`src/rtl/grey_pkg.sv`:
```
// Shared types and helpers for the Gray-code decoder.
//   grey_dec_state_t : decoder FSM states (IDLE = no previous code, TRACK)
//   gray2bin/bin2gray: reference conversions on up to MAX_W bits, zero-extended
package grey_pkg;

  localparam int unsigned MAX_W = 32;

  typedef enum logic {
    IDLE,
    TRACK
  } grey_dec_state_t;

  // Zero-extended inputs convert correctly: leading zeros add nothing to the
  // running XOR from the MSB downward.
  function automatic logic [MAX_W-1:0] gray2bin(input logic [MAX_W-1:0] g);
    logic [MAX_W-1:0] b;
    b[MAX_W-1] = g[MAX_W-1];
    for (int i = MAX_W - 2; i >= 0; i--) begin
      b[i] = b[i+1] ^ g[i];
    end
    return b;
  endfunction

  function automatic logic [MAX_W-1:0] bin2gray(input logic [MAX_W-1:0] b);
    return b ^ (b >> 1);
  endfunction

endpackage

```
`src/rtl/grey_to_bin_comb.sv`:
```
// Purely combinational W-bit Gray -> binary converter.
//   g_in  : Gray-coded input
//   b_out : binary equivalent (b[W-1] = g[W-1], b[i] = b[i+1] ^ g[i])
module grey_to_bin_comb #(
  parameter int unsigned W = 3
) (
  input  logic [W-1:0] g_in,
  output logic [W-1:0] b_out
);

  always_comb begin
    b_out[W-1] = g_in[W-1];
    for (int i = int'(W) - 2; i >= 0; i--) begin
      b_out[i] = b_out[i+1] ^ g_in[i];
    end
  end

endmodule

```
`src/rtl/grey_decoder.sv`:
```
// Gray-code stream decoder with step classification.
//   clk, rst            : rising-edge clock, async active-high reset
//   g_valid/g_ready/g_in: input Gray code stream
//   b_valid/b_ready/b_out: registered binary output beat (1-cycle latency)
//   dir, wrap, step_err : per-beat movement flags relative to previous code
//   err_cnt             : saturating count of step_err beats since reset
module grey_decoder
  import grey_pkg::*;
#(
  parameter int unsigned W     = 3,
  parameter int unsigned ERR_W = 8
) (
  input  logic             clk,
  input  logic             rst,
  input  logic             g_valid,
  output logic             g_ready,
  input  logic [W-1:0]     g_in,
  output logic             b_valid,
  input  logic             b_ready,
  output logic [W-1:0]     b_out,
  output logic             dir,
  output logic             wrap,
  output logic             step_err,
  output logic [ERR_W-1:0] err_cnt
);

  grey_dec_state_t  state_q, state_d;
  logic [W-1:0]     prev_g_q, prev_g_d;
  logic [W-1:0]     b_out_q, b_out_d;
  logic             b_valid_q, b_valid_d;
  logic             dir_q, dir_d;
  logic             wrap_q, wrap_d;
  logic             step_err_q, step_err_d;
  logic [ERR_W-1:0] err_cnt_q, err_cnt_d;

  logic [W-1:0]     b_cur;
  logic [W-1:0]     b_prev;
  logic [W-1:0]     diff;
  logic             one_bit;
  logic             accept;

  grey_to_bin_comb #(.W(W)) u_cur  (.g_in(g_in),     .b_out(b_cur));
  grey_to_bin_comb #(.W(W)) u_prev (.g_in(prev_g_q), .b_out(b_prev));

  // Single output register: it can take a new code whenever it is empty or
  // its current beat leaves this cycle.
  assign g_ready = ~b_valid_q | b_ready;
  assign accept  = g_valid & g_ready;

  // x & (x-1) clears the lowest set bit, so it is zero only for one-hot x.
  assign diff    = g_in ^ prev_g_q;
  assign one_bit = (diff != '0) && ((diff & (diff - W'(1))) == '0);

  // NOTE: every *_d gets its hold value first so no path leaves it unassigned;
  // otherwise this always_comb would infer latches.
  always_comb begin
    state_d    = state_q;
    prev_g_d   = prev_g_q;
    b_out_d    = b_out_q;
    dir_d      = dir_q;
    wrap_d     = wrap_q;
    step_err_d = step_err_q;
    err_cnt_d  = err_cnt_q;
    b_valid_d  = b_valid_q;

    if (b_ready) b_valid_d = 1'b0;

    if (accept) begin
      b_valid_d  = 1'b1;
      b_out_d    = b_cur;
      prev_g_d   = g_in;
      state_d    = TRACK;
      dir_d      = 1'b0;
      wrap_d     = 1'b0;
      step_err_d = 1'b0;
      // In IDLE there is nothing to compare against, so the flags stay clear.
      if (state_q == TRACK) begin
        if (one_bit) begin
          dir_d  = (b_cur == b_prev + W'(1));
          wrap_d = ((b_prev == '1) && (b_cur == '0)) ||
                   ((b_prev == '0) && (b_cur == '1));
        end else if (diff != '0) begin
          step_err_d = 1'b1;
          if (err_cnt_q != '1) err_cnt_d = err_cnt_q + ERR_W'(1);
        end
      end
    end
  end

  // NOTE: sequential state uses non-blocking assignments so every flop
  // samples pre-edge values regardless of statement order.
  always_ff @(posedge clk or posedge rst) begin
    if (rst) begin
      state_q    <= IDLE;
      prev_g_q   <= '0;
      b_out_q    <= '0;
      b_valid_q  <= 1'b0;
      dir_q      <= 1'b0;
      wrap_q     <= 1'b0;
      step_err_q <= 1'b0;
      err_cnt_q  <= '0;
    end else begin
      state_q    <= state_d;
      prev_g_q   <= prev_g_d;
      b_out_q    <= b_out_d;
      b_valid_q  <= b_valid_d;
      dir_q      <= dir_d;
      wrap_q     <= wrap_d;
      step_err_q <= step_err_d;
      err_cnt_q  <= err_cnt_d;
    end
  end

  assign b_valid  = b_valid_q;
  assign b_out    = b_out_q;
  assign dir      = dir_q;
  assign wrap     = wrap_q;
  assign step_err = step_err_q;
  assign err_cnt  = err_cnt_q;

endmodule

```
`config.mk`:
```
export PLATFORM = sky130hd
export DESIGN_NAME = grey_decoder
export DESIGN_NICKNAME = d
export VERILOG_FILES = /design/src/rtl/grey_pkg.sv /design/src/rtl/grey_to_bin_comb.sv /design/src/rtl/grey_decoder.sv
export SDC_FILE = /design/constraint.sdc
export NUM_CORES = 1
export LEC_CHECK = 0
export CAP_MARGIN = 20
export CORE_MARGIN = 2
export CORE_UTILIZATION = 51
export CTS_BUF_LIST = sky130_fd_sc_hd__clkbuf_8
export DETAILED_ROUTE_END_ITERATION = 10
export PLACE_DENSITY = 0.81
export SLEW_MARGIN = 25
export SYNTH_ARGS = -nofsm -noshare
export SYNTH_HDL_FRONTEND = slang
export SYNTH_HIERARCHICAL = 1
export SYNTH_SLANG_ARGS = --single-unit
```
`constraint.sdc`:
```
create_clock -name clk -period 2 [get_ports clk]
set_input_delay 0.4 -clock clk [delete_from_list [all_inputs] [get_ports clk]]
set_output_delay 0.4 -clock clk [all_outputs]
set_load 0.01 [all_outputs]
```
==> out/qor.txt <==
Status: completed
Critical Path End: err_cnt[5]
Gpl congestion: 0.808
Antenna viol nets, final: 0
Vias in the first global route: 717
Area growth syn-to-layout: 34.0%
FF+latch area: 475 um2
Worst r2r src: prev_g_q[1]
Buf+Inv Stages, Crit Path: 1
Max-cap violations: 0
Post-Syn Instances: 86
Hold crit path type: in2async
Unrepaired setup endpoints after global routing: false
WHS: 461 ps
Post-CTS setup buffers: 0
Clk Latency, worst-skew pair: 250 ps
Grt total ovfl: 0
CTS root buffer: clkbuf_8
Syn_nets: 97
Reg-to-reg critical path endpoint: dir
Crit-path cells: clkdlybuf4s50_1 > xnor2_1 > maj3_2 > or3b_4 > nor3_2 > xor2_1
Total track usage: 17.7%
Initial DRC count: 4
Ports: 23
Wire per inst: 12.8 um
Synth Register Bits: 19
Initial core utilization: 53.1%
WP data arrival: 2080 ps
Crit Path Class: in2reg
Distinct cells, synth: 26
Multi-input gate area: 518 um2
Std cell rows: 16
Pin count of the biggest net entering global routing: 20
Clock sink total: 19
Critical path required time: 2180 ps
FMAX: 528 MHz
Final #Nets: 130
Drt first pass iters: 4
DRC: 0
Via count: 736
Crit path max-delay family: simple AND/OR/NAND/NOR gates
Leak pwr: 0.612 nW
CTS tree: yes
CP peak stage delay: 470 ps
Min cycle time layout: 1890 ps
Area after DPL: 1320 um2
Core Footprint: 1920 um2
Fill count: 154
Slew HR: 76.9%
Layout cells sized above 1: 18.6%
Setup crit start: g_in[1]
Critical path endpoint category: flop
DIE AREA: 2370 um2
Crit Path Max Fanout: 4
Mapped Area: 1020 um2
TritonCTS buffer count: 3
Worst vdd ir: 0.674 mV
DP Wirelength: 1.46 mm
Max clock buf depth: 2
Via density: 5.08
Antenna violations before repair: 0
Synthesized area per cell: 11.9 um2
Global-route wire length before repair: 3.19 mm
Yosys warns: 6
PortBufs: 22
Most frequent cells in the layout: 21 x clkdlybuf4s50_1, 19 x dfrtp_1, 11 x xnor2_1
Fin. Hold Viols: 0
H-Tree Depth: 1
Max Slew Vio Count: 0
Die extent in x: 48.7 um
Final setup TNS: 0 ps
Wirelength, routed: 1.85 mm
Clock transition at path regs: 70 ps
Final Cycle Share: 94.7%
Util after Layout: 71.1%
Seq/Total Area, Yosys: 46.6%
Die Y: 48.7 um
Design Area, Final: 1370 um2
Critical Path Stages: 6
Setup Skew: 3.52 ps
Flop-to-flop setup slack: 130 ps
Power per cell area: 977 nW/um2
Commonest non-fill, non-tap cell in the layout: clkdlybuf4s50_1
Slowest cell on crit path: clkdlybuf4s50_1
Least-Margin Pin Slew: 345 ps
Setup-failing EPs final: 0
Ant. Diodes: 0
Critical path launch point type: primary input
Reg2Reg Depth: 6
how the worst min path moves through the flow:
stage	startpoint	slack (ps)	cells after the start	end
global route	rst	510	3	err_cnt[6]
global placement	state_q	450	1	state_q
finish	rst	460	3	prev_g_q[1]
floorplan	rst	350	1	b_out[0]
CTS	rst	470	3	err_cnt[6]
detailed placement	state_q	450	1	state_q
worst register-to-register path, cell delays in order (launching register included):
cell	delay (ps)
dfrtp_1	430
xor3_1	490
ha_1	220
ha_1	280
xnor2_1	130
nand3_1	80
o21ai_0	150
area by class of cell:
cell class                 count  share of cell area, %
clock buffer                   3                   3.02
clock inverter                 1                  0.275
inverter                       3                  0.824
multi-input combinational     62                   37.9
sequential                    19                   34.8
tap                           27                   2.47
timing repair buffer          30                   20.7
per-layer routing:
layer / routed length [um] / GRT usage, % / up-vias
met5: 0 / 0 / -
met4: 24 / 5.71 / 0
met3: 69 / 3.09 / 2
met2: 993 / 33.8 / 19
met1: 763 / 19.5 / 359
li1: - / - / 356
kinds of logic (layout without fill, tap and decap cells):
| family | Yosys count | in the layout | share of synthesized area (%) |
|---|---|---|---|
| compound gates | 6 | 6 | 3.31 |
| xor+xnor | 18 | 18 | 18.4 |
| fa+ha+maj | 5 | 5 | 6.01 |
| buf+inv | 5 | 37 | 2.58 |
| flops | 19 | 19 | 46.6 |
| mux | 6 | 6 | 6.63 |
| simple gates | 27 | 27 | 16.4 |
registers in the layout, summed over array words and instances, names as in the netlist:
register,cells
wrap,1
step_err,1
b_valid,1
dir,1
b_out,3
state_q,1
err_cnt,8
prev_g_q,3
through the flow:
step / worst slack [ps] / std cells / power [mW]
2_1_floorplan: 272 / 86 / 0.850
3_3_place_gp: -127 / 141 / 1.07
3_5_place_dp: -167 / 141 / 1.09
4_1_cts: 42.2 / 145 / 1.36
5_1_grt: 4.39 / 145 / 1.43
6_report: 107 / 145 / 1.33
cells in the mapped netlist:
cell type	instances	area share, %
nand2b_1	2	1.2
maj3_2	1	1.1
xor3_1	2	4.7
inv_1	3	1.1
o21ai_0	3	1.5
nand3_1	3	1.5
buf_4	2	1.5
xnor2_1	11	9.4
nand3b_1	1	0.74
or2b_1	1	0.74
nand2_1	9	3.3
or3b_4	1	1.1
and4_2	1	0.98
a211o_1	1	0.86
nor3b_2	1	1.2
mux2_2	6	6.6
a21oi_1	2	0.98
nor2_1	1	0.37
ha_1	4	4.9
xor2_1	5	4.3
dfrtp_1	19	47
nor3_2	1	0.98
and4b_1	1	0.98
and3_1	1	0.61
nand4_1	3	1.8
nor4b_1	1	0.86
power breakdown:
part / leakage, nW / switching (mW) / internal, mW
combinational: 0.351 / 0.215 / 0.305
clock: 0.0269 / 0.124 / 0.136
sequential: 0.235 / 0.0902 / 0.464
total: 0.612 / 0.429 / 0.906
what timing repair did:
action,4_1_cts,5_1_grt
gates resized for setup,0,1
endpoints found under the setup margin,0,1
hold buffers,0,0
No activity file was read; power rests on OpenSTA's default activity.
